### src/rtl/mc_control_pkg.sv
// Shared MIPS definitions for the multicycle control path: opcodes, ALUOp and
// mux encodings, the FSM state encoding and the datapath control word.
package mc_control_pkg;

   localparam logic [5:0] OP_RTYPE = 6'b000000;
   localparam logic [5:0] OP_LW    = 6'b100011;
   localparam logic [5:0] OP_SW    = 6'b101011;
   localparam logic [5:0] OP_BEQ   = 6'b000100;
   localparam logic [5:0] OP_J     = 6'b000010;
   localparam logic [5:0] OP_ADDI  = 6'b001000;

   localparam logic [1:0] ALUOP_ADD   = 2'b00;
   localparam logic [1:0] ALUOP_SUB   = 2'b01;
   localparam logic [1:0] ALUOP_FUNCT = 2'b10;

   localparam logic [1:0] ASB_REG_B  = 2'b00;
   localparam logic [1:0] ASB_FOUR   = 2'b01;
   localparam logic [1:0] ASB_IMM    = 2'b10;
   localparam logic [1:0] ASB_IMM_SH = 2'b11;

   localparam logic [1:0] PCS_ALU    = 2'b00;
   localparam logic [1:0] PCS_ALUOUT = 2'b01;
   localparam logic [1:0] PCS_JUMP   = 2'b10;

   typedef enum logic [3:0] {
      ST_IDLE     = 4'd0,
      ST_FETCH    = 4'd1,
      ST_DECODE   = 4'd2,
      ST_MEMADR   = 4'd3,
      ST_MEMRD    = 4'd4,
      ST_MEMWB    = 4'd5,
      ST_MEMWR    = 4'd6,
      ST_RTYPE_EX = 4'd7,
      ST_RTYPE_WB = 4'd8,
      ST_BRANCH   = 4'd9,
      ST_JUMP     = 4'd10,
      ST_ADDI_EX  = 4'd11,
      ST_ADDI_WB  = 4'd12,
      ST_HALT     = 4'd15
   } state_e;

   typedef struct packed {
      logic       pc_write;
      logic       pc_write_cond;
      logic       i_or_d;
      logic       mem_read;
      logic       mem_write;
      logic       ir_write;
      logic       mem_to_reg;
      logic       reg_dst;
      logic       reg_write;
      logic       alu_src_a;
      logic [1:0] alu_src_b;
      logic [1:0] alu_op;
      logic [1:0] pc_source;
      logic       illegal_op;
   } ctrl_t;

   function automatic logic is_legal_op(input logic [5:0] op);
      return (op == OP_RTYPE) || (op == OP_LW) || (op == OP_SW) ||
             (op == OP_BEQ) || (op == OP_J) || (op == OP_ADDI);
   endfunction

endpackage

### src/rtl/mc_control_decode.sv
// Combinational state -> control word decode. Everything is a Moore decode of
// state except the FETCH write enables and the DECODE illegal-opcode flag.
module mc_control_decode
   import mc_control_pkg::*;
(
   input  state_e     state_i,
   input  logic       mem_ready_i,
   input  logic [5:0] op_i,
   output ctrl_t      ctrl_o
);

   always_comb begin
      ctrl_o = '0;
      case (state_i)
         ST_FETCH: begin
            ctrl_o.mem_read  = 1'b1;
            ctrl_o.alu_src_b = ASB_FOUR;
            ctrl_o.alu_op    = ALUOP_ADD;
            ctrl_o.pc_source = PCS_ALU;
            // IR and PC only advance on the cycle memory delivers the word.
            ctrl_o.ir_write  = mem_ready_i;
            ctrl_o.pc_write  = mem_ready_i;
         end
         ST_DECODE: begin
            ctrl_o.alu_src_b  = ASB_IMM_SH;
            ctrl_o.alu_op     = ALUOP_ADD;
            ctrl_o.illegal_op = !is_legal_op(op_i);
         end
         ST_MEMADR, ST_ADDI_EX: begin
            ctrl_o.alu_src_a = 1'b1;
            ctrl_o.alu_src_b = ASB_IMM;
            ctrl_o.alu_op    = ALUOP_ADD;
         end
         ST_MEMRD: begin
            ctrl_o.mem_read = 1'b1;
            ctrl_o.i_or_d   = 1'b1;
         end
         ST_MEMWB: begin
            ctrl_o.reg_write  = 1'b1;
            ctrl_o.mem_to_reg = 1'b1;
         end
         ST_MEMWR: begin
            ctrl_o.mem_write = 1'b1;
            ctrl_o.i_or_d    = 1'b1;
         end
         ST_RTYPE_EX: begin
            ctrl_o.alu_src_a = 1'b1;
            ctrl_o.alu_src_b = ASB_REG_B;
            ctrl_o.alu_op    = ALUOP_FUNCT;
         end
         ST_RTYPE_WB: begin
            ctrl_o.reg_write = 1'b1;
            ctrl_o.reg_dst   = 1'b1;
         end
         ST_ADDI_WB: begin
            ctrl_o.reg_write = 1'b1;
         end
         ST_BRANCH: begin
            ctrl_o.alu_src_a     = 1'b1;
            ctrl_o.alu_src_b     = ASB_REG_B;
            ctrl_o.alu_op        = ALUOP_SUB;
            ctrl_o.pc_write_cond = 1'b1;
            ctrl_o.pc_source     = PCS_ALUOUT;
         end
         ST_JUMP: begin
            ctrl_o.pc_write  = 1'b1;
            ctrl_o.pc_source = PCS_JUMP;
         end
         default: ctrl_o = '0;
      endcase
   end

endmodule

### src/rtl/mc_control.sv
// Multicycle MIPS main control FSM: sequences fetch/decode/execute/memory/
// writeback one state per cycle, stalling on mem_ready in FETCH/MEMRD/MEMWR.
module mc_control
   import mc_control_pkg::*;
#(
   parameter bit ILLEGAL_TRAP = 1'b0
) (
   input  logic       clk,
   input  logic       rst_n,
   input  logic [5:0] op,
   input  logic       mem_ready,
   output logic       pc_write,
   output logic       pc_write_cond,
   output logic       i_or_d,
   output logic       mem_read,
   output logic       mem_write,
   output logic       ir_write,
   output logic       mem_to_reg,
   output logic       reg_dst,
   output logic       reg_write,
   output logic       alu_src_a,
   output logic [1:0] alu_src_b,
   output logic [1:0] alu_op,
   output logic [1:0] pc_source,
   output logic       illegal_op,
   output logic [3:0] state_o
);

   state_e state_q;
   ctrl_t  ctrl;

   always_ff @(posedge clk or negedge rst_n) begin
      if (!rst_n) begin
         state_q <= ST_IDLE;
      end else begin
         case (state_q)
            ST_IDLE:   state_q <= ST_FETCH;
            ST_FETCH:  state_q <= mem_ready ? ST_DECODE : ST_FETCH;
            ST_DECODE: begin
               case (op)
                  OP_LW, OP_SW: state_q <= ST_MEMADR;
                  OP_RTYPE:     state_q <= ST_RTYPE_EX;
                  OP_BEQ:       state_q <= ST_BRANCH;
                  OP_J:         state_q <= ST_JUMP;
                  OP_ADDI:      state_q <= ST_ADDI_EX;
                  default:      state_q <= ILLEGAL_TRAP ? ST_HALT : ST_FETCH;
               endcase
            end
            ST_MEMADR:   state_q <= (op == OP_SW) ? ST_MEMWR : ST_MEMRD;
            ST_MEMRD:    state_q <= mem_ready ? ST_MEMWB : ST_MEMRD;
            ST_MEMWB:    state_q <= ST_FETCH;
            ST_MEMWR:    state_q <= mem_ready ? ST_FETCH : ST_MEMWR;
            ST_RTYPE_EX: state_q <= ST_RTYPE_WB;
            ST_RTYPE_WB: state_q <= ST_FETCH;
            ST_BRANCH:   state_q <= ST_FETCH;
            ST_JUMP:     state_q <= ST_FETCH;
            ST_ADDI_EX:  state_q <= ST_ADDI_WB;
            ST_ADDI_WB:  state_q <= ST_FETCH;
            ST_HALT:     state_q <= ST_HALT;
            // Unused encodings recover through IDLE.
            default:     state_q <= ST_IDLE;
         endcase
      end
   end

   mc_control_decode u_decode (
      .state_i     (state_q),
      .mem_ready_i (mem_ready),
      .op_i        (op),
      .ctrl_o      (ctrl)
   );

   assign pc_write      = ctrl.pc_write;
   assign pc_write_cond = ctrl.pc_write_cond;
   assign i_or_d        = ctrl.i_or_d;
   assign mem_read      = ctrl.mem_read;
   assign mem_write     = ctrl.mem_write;
   assign ir_write      = ctrl.ir_write;
   assign mem_to_reg    = ctrl.mem_to_reg;
   assign reg_dst       = ctrl.reg_dst;
   assign reg_write     = ctrl.reg_write;
   assign alu_src_a     = ctrl.alu_src_a;
   assign alu_src_b     = ctrl.alu_src_b;
   assign alu_op        = ctrl.alu_op;
   assign pc_source     = ctrl.pc_source;
   assign illegal_op    = ctrl.illegal_op;
   assign state_o       = state_q;

endmodule

### config.mk
export PLATFORM = sky130hd
export DESIGN_NAME = mc_control
export DESIGN_NICKNAME = d
export VERILOG_FILES = /design/src/rtl/mc_control_pkg.sv /design/src/rtl/mc_control_decode.sv /design/src/rtl/mc_control.sv
export SDC_FILE = /design/constraint.sdc
export NUM_CORES = 1
export LEC_CHECK = 0
export ABC_AREA = 1
export BUFFER_PORTS_ARGS = -buffer_cell sky130_fd_sc_hd__buf_2
export CAP_MARGIN = 20
export CORE_AREA = 2 2 39 41
export CTS_CLUSTER_SIZE = 25
export DETAILED_ROUTE_END_ITERATION = 10
export DIE_AREA = 0 0 41 43
export GPL_TIMING_DRIVEN = 1
export PLACE_DENSITY = 0.75
export SLEW_MARGIN = 30
export SYNTH_ARGS = -nofsm -noshare
export SYNTH_HDL_FRONTEND = slang
export SYNTH_SLANG_ARGS = --single-unit
### constraint.sdc
create_clock -name clk -period 1.5 [get_ports clk]
set_clock_uncertainty 0.2 [all_clocks]
set_input_delay 0.075 -clock clk [delete_from_list [all_inputs] [get_ports clk]]
set_output_delay 0.075 -clock clk [all_outputs]
set_load 0.005 [all_outputs]
Word-level counts from Yosys, hierarchy flattened
Cells that the tools add are included.
- eq/ne operators: 18
- muxes and demuxes: 19
- reduce and logical (&&, ||, !) cells: 15
- operator list (kind ; count):
    4-bit case mux with 5 select lines ; 2
    4-bit case mux with 9 select lines ; 1
    4-bit == test, second input constant ; 6
    4-bit by 3-bit == test with 1-bit output, second input constant ; 4
    6-bit == test, second input constant ; 2
    1-bit 2-to-1 mux ; 11
    4-bit by 2-bit == test with 1-bit output, second input constant ; 2
    2-bit OR reduction ; 4
    6-bit by 2-bit == test with 1-bit output, second input constant ; 1
    6-bit by 3-bit == test with 1-bit output, second input constant ; 1
    6-bit by 4-bit == test with 1-bit output, second input constant ; 1
    6-bit zero test ; 1
    6-bit OR reduction ; 1
    1-bit logical OR ; 5
    4-bit by 1-bit == test with 1-bit output, second input constant ; 1
    4-bit zero test ; 1
    2-bit 2-to-1 mux ; 2
    2-bit case mux with 2 select lines ; 1
    4-bit OR reduction ; 1
    3-bit 2-to-1 mux ; 1
    3-bit OR reduction ; 1
    1-bit case mux with 2 select lines ; 1
    1-bit zero test ; 1
- word-level logic and storage cells: 53
- output and inout bits: 21
- input port bits: 9
- bits in registers: 4

Longest topological paths before layout
- depth in word-level cells: 8
- gate-level depth with buffers: 8
- mapped depth without buffers: 8

By module
Synthesis repeated with hierarchy kept, for this count alone.
- cell total of the unflattened synthesis: 113
- area, all modules: 595.6 um^2
- by module, submodules not included (module ; times used ; cells an instance ; area each (um^2)):
    mc_control ; 1 ; 65 ; 365.4
    mc_control_decode ; 1 ; 48 ; 230.2

Worst setup path after synthesis
OpenSTA, ideal clock, no wires.
- path type: reg2out
- from: register state_q[2] (netlist: state_o[2])
- to: output illegal_op
- stages on the path, launching flop included: 6
- arrival: 0.989 ns
- path slack: 0.236 ns
- cells stage by stage: dfrtp_1 nor2_4 inv_2 nor2_4 nand3_1 nor2_1
- cells in the longest elaborated chain, start to end: 2
- ends and longest elaborated chain (item ; RTL line ; RTL):
    from (decl) ; mc_control.sv:29 ; state_e state_q;
    from (signal assigned) ; mc_control.sv:38 ; ST_FETCH: state_q <= mem_ready ? ST_DECODE : ST_FETCH;
    from (signal assigned) ; mc_control.sv:46 ; default: state_q <= ILLEGAL_TRAP ? ST_HALT : ST_FETCH;
    from (signal assigned) ; mc_control.sv:49 ; ST_MEMADR: state_q <= (op == OP_SW) ? ST_MEMWR : ST_MEMRD;
    4-bit by 2-bit == test with 1-bit output ; mc_control_decode.sv:14 ; case (state_i)
    1-bit 2-to-1 mux ; mc_control_decode.sv:14 ;
    to (decl) ; mc_control.sv:25 ; output logic illegal_op,
No other way between the ends.

Worst setup path after layout
- from: register state_q[2] (netlist: state_o[2])
- to: output reg_write
- cells in the longest elaborated chain, start to end: 3
- elaborated cells between the ends (all ways): 5
- classes of those cells: 3 x eq/ne; 1 x mux; 1 x reduce/logical
- ends and longest elaborated chain (item ; RTL line ; RTL):
    4-bit by 3-bit == test with 1-bit output or 4-bit == test (tied branches) ; mc_control_decode.sv:14 ;
    3-bit OR reduction (no line) (*) ; n/a ;
    1-bit 2-to-1 mux (*) ; mc_control_decode.sv:14 ;
    to (decl) ; mc_control.sv:20 ; output logic reg_write,
Every way passes the cells marked *; elsewhere a longest branch is shown, timed or not.

==> impl_metrics.py <==
metrics = {
    "worst_setup_path": {
        "worst-setup-path-type": "reg -> out",
        "worst_r2r_endpoint": "state_o[1]",
        "worstPathRequired_ns": 1.22,
        "rrSetupSlack_ns": 0.07,
        "endpoint_kind": "primary output",
        "worst_r2r_path_depth": 7,
        "cp_max_fo": 6,
        "critical_path.reg2reg.startpoint": "state_o[0]",
        "worst-endpoint-arrival_ns": 1.31,
        "critical_path.startpoint_type": "flop",
        "startpoint": "state_o[2]",
        "setup.worst_path.end": "reg_write",
    },
    "timing": {
        "rsz0062_at_grt": "yes",
        "hold_viol_final": 0,
        "maxSlewViolCount": 0,
        "fin_crit_ns": 1.59,
        "slew-limit-headroom": 0.847,
        "layout_worst_path_cycle_share": 1.06,
        "setup_viol": 10,
        "finalWorstSetupSlack_ns": -0.0876,
        "clock.fmax_ghz": 0.630,
        "max_slew.worst_pin.slew_ns": 0.228,
    },
    "floorplan": {
        "chipWidth_um": 41,
        "core-area_um2": 1380,
        "die_area_um2": 1760,
        "io-pin-count": 30,
        "initial_utilization": 0.378,
        "fp-row-count": 14,
        "die_h_um": 43,
    },
    "routing": {
        "vias": 711,
        "detail_route.wl_per_cell_um": 10.7,
        "drt_pass1_iterations": 4,
        "final_antenna_net_count": 0,
        "wirelength_um": 1650,
        "post_drt_via_cell_ratio": 4.62,
        "drcViolationCount": 0,
        "detail_route.iter0.violations": 11,
    },
    "final_layout": {
        "drive_above_1_share": 0.464,
        "final_nets": 149,
        "largest_register_ff_count": 4,
        "syn_to_final_growth_pct": 60.8,
        "postLayoutCoreUtil": 0.608,
        "inserted_diodes": 0,
    },
    "clock_tree": {
        "tritoncts_num_sinks": 4,
        "max-clock-path-buffers": 2,
        "cts_root_buf": "sky130_fd_sc_hd__clkbuf_4",
        "worstSkewPairLatency_ns": 0.25,
        "clk_transition_reported_paths_ns": 0.05,
        "tritoncts.num_buffers": 3,
        "tritoncts_clock_tree": "done",
        "cts.htree.levels": 1,
    },
    "synthesis": {
        "synth-simple-area-share": 0.574,
        "main_combinational_cell_family_by_area_after_synthesis": "simple AND/OR/NAND/NOR gates",
        "ys.warnings.count": 0,
        "yosysSeqAreaShare": 0.191,
        "xor_xnor_share_of_the_synthesized_area": 0,
        "synth.area.mux_share": 0,
        "syn_avg_cell_area_um2": 5.45,
        "post_synthesis_sequential_element_count": 4,
        "synth_compound_area_frac": 0.0550,
        "share_of_yosys_cell_area_claimed_by_the_top_area_cell_type": 0.201,
        "synth.net_count": 105,
        "synth_fa_ha_area_frac": 0,
        "synth_cell_types": 17,
        "netlist_instances": 96,
        "yosysTopAreaCell": "sky130_fd_sc_hd__nand2_1",
        "synth.cell_area_um2": 523,
        "ys_top_cells_by_area": "sky130_fd_sc_hd__nand2_1 20%, sky130_fd_sc_hd__dfrtp_1 19%, sky130_fd_sc_hd__inv_1 12%",
    },
    "place": {
        "pre_cts_slack_ns": 0.104,
        "routabilityCongestion": 0.760,
        "io_buffers": 29,
        "place.detailed.hpwl_um": 1070,
    },
    "global_routing": {
        "grt_overflow_total": 0,
        "grt_start_max_net_pins": 7,
        "number_of_antenna_violations_at_the_first_check_in_global_routing": 0,
        "grt_pass1_vias": 591,
        "grt_first_pass_wirelength_um": 2530,
        "all_layer_global_routing_usage": 0.214,
    },
    "outcome": {
        "failed_checks": "setup timing",
        "outcome": "finished with violations",
    },
    "hold_path": {
        "whs_path_depth": 5,
        "min-delay-path-class": "in -> reg",
    },
    "power": {
        "power.density_nw_per_um2": 350,
        "power.ir.vdd_worst_mv": 0.238,
        "leakage_nw": 0.526,
    },
    "run": {
        "cap_violations": 0,
    },
}
-- cells by family (layout without fill, tap and decap cells) --
kind of cell | Yosys count | in the layout
compound gates | 5 | 5
buf+inv | 24 | 66
simple gates | 63 | 63
flops | 4 | 4
-- through the flow --
stage	std cells	power [W]	area, um^2	hold WS [ns]	setup TNS, ns
after floorplan	96	0.000123	523	-0.421	0
after global placement	140	0.000140	681	-0.320	0
after detailed placement	140	0.000141	681	-0.317	0
after CTS	152	0.000293	807	0.0207	-0.0602
after global routing	154	0.000314	841	0.0609	-1.24
final	154	0.000294	841	0.0191	-0.399
-- synthesized netlist by cell type --
library cell                count
sky130_fd_sc_hd__nand2_1       28
sky130_fd_sc_hd__inv_1         17
sky130_fd_sc_hd__nor2_4         3
sky130_fd_sc_hd__inv_2          6
sky130_fd_sc_hd__dfrtp_1        4
sky130_fd_sc_hd__nand2_2        2
sky130_fd_sc_hd__o2111ai_1      1
sky130_fd_sc_hd__nand2_4        1
sky130_fd_sc_hd__nor3_1         1
sky130_fd_sc_hd__buf_4          1
sky130_fd_sc_hd__nand4_1        2
sky130_fd_sc_hd__nor2_2         3
sky130_fd_sc_hd__nand3_2        1
sky130_fd_sc_hd__nor2_1        15
sky130_fd_sc_hd__nand3_1        7
sky130_fd_sc_hd__o21ai_0        3
sky130_fd_sc_hd__a21oi_1        1
-- area by class of cell --
class	instances	area (um^2)
fillers	135	543
repair buffers	40	239
multi-input cells	68	367
clock buffers	3	22.5
inverters	23	88.8
flip-flops and latches	4	104
well taps	16	20.0
-- critical path: stages, from the launching register on --
cell and delay (ns):
sky130_fd_sc_hd__dfrtp_2 0.44, sky130_fd_sc_hd__buf_4 0.15, sky130_fd_sc_hd__inv_4 0.04, sky130_fd_sc_hd__nor2_4 0.12, sky130_fd_sc_hd__nand2_2 0.08, sky130_fd_sc_hd__o21ai_0 0.09, sky130_fd_sc_hd__buf_2 0.14
-- layer usage --
layer  global-route usage  vias up  routed length (um)
li1                     -      370                   -
met5                    0        -                   0
met2                0.347       31                 865
met1                0.252      308                 657
met3               0.0314        2                 106
met4                0.120        0                  22
-- worst min-delay path by stage --
| stage | slack, ns | end | startpoint |
|---|---|---|---|
| 2_1_floorplan | -0.42 | state_o[0] | rst_n |
| 3_3_place_gp | -0.32 | state_o[1] | rst_n |
| 3_5_place_dp | -0.32 | state_o[1] | rst_n |
| 4_1_cts | 0.02 | state_o[0] | op[0] |
| 5_1_grt | 0.06 | state_o[0] | op[0] |
| 6_report | 0.02 | state_o[0] | op[0] |
-- what timing repair did --
action	4_1_cts	5_1_grt
setup buffers	6	2
pin swaps	3	3
resized for setup	9	6
setup endpoints to repair	9	13
hold endpoints to repair	5	0
hold buffers	3	0
-- layout by cell type, fill, tap and decap left out, types with 3 or more instances in the layout --
| master | n |
|---|---|
| sky130_fd_sc_hd__nor2_4 | 6 |
| sky130_fd_sc_hd__inv_2 | 5 |
| sky130_fd_sc_hd__nand3_1 | 5 |
| sky130_fd_sc_hd__dlygate4sd3_1 | 3 |
| sky130_fd_sc_hd__buf_4 | 7 |
| sky130_fd_sc_hd__dfrtp_2 | 3 |
| sky130_fd_sc_hd__clkbuf_4 | 3 |
| sky130_fd_sc_hd__buf_2 | 29 |
| sky130_fd_sc_hd__nor2_1 | 14 |
| sky130_fd_sc_hd__inv_1 | 17 |
| sky130_fd_sc_hd__nand2_1 | 26 |
| sky130_fd_sc_hd__nand3_2 | 3 |
| sky130_fd_sc_hd__nand2_2 | 3 |
-- report_power, final --
part           internal, W  switching (W)  total (W)  leakage [nW]
clock network    0.0000905      0.0000581   0.000149        0.0138
registers         0.000108              0   0.000108        0.0341
logic            0.0000175      0.0000200  0.0000375         0.479
total             0.000216      0.0000780   0.000294         0.526
No activity file was read; power rests on OpenSTA's default activity.
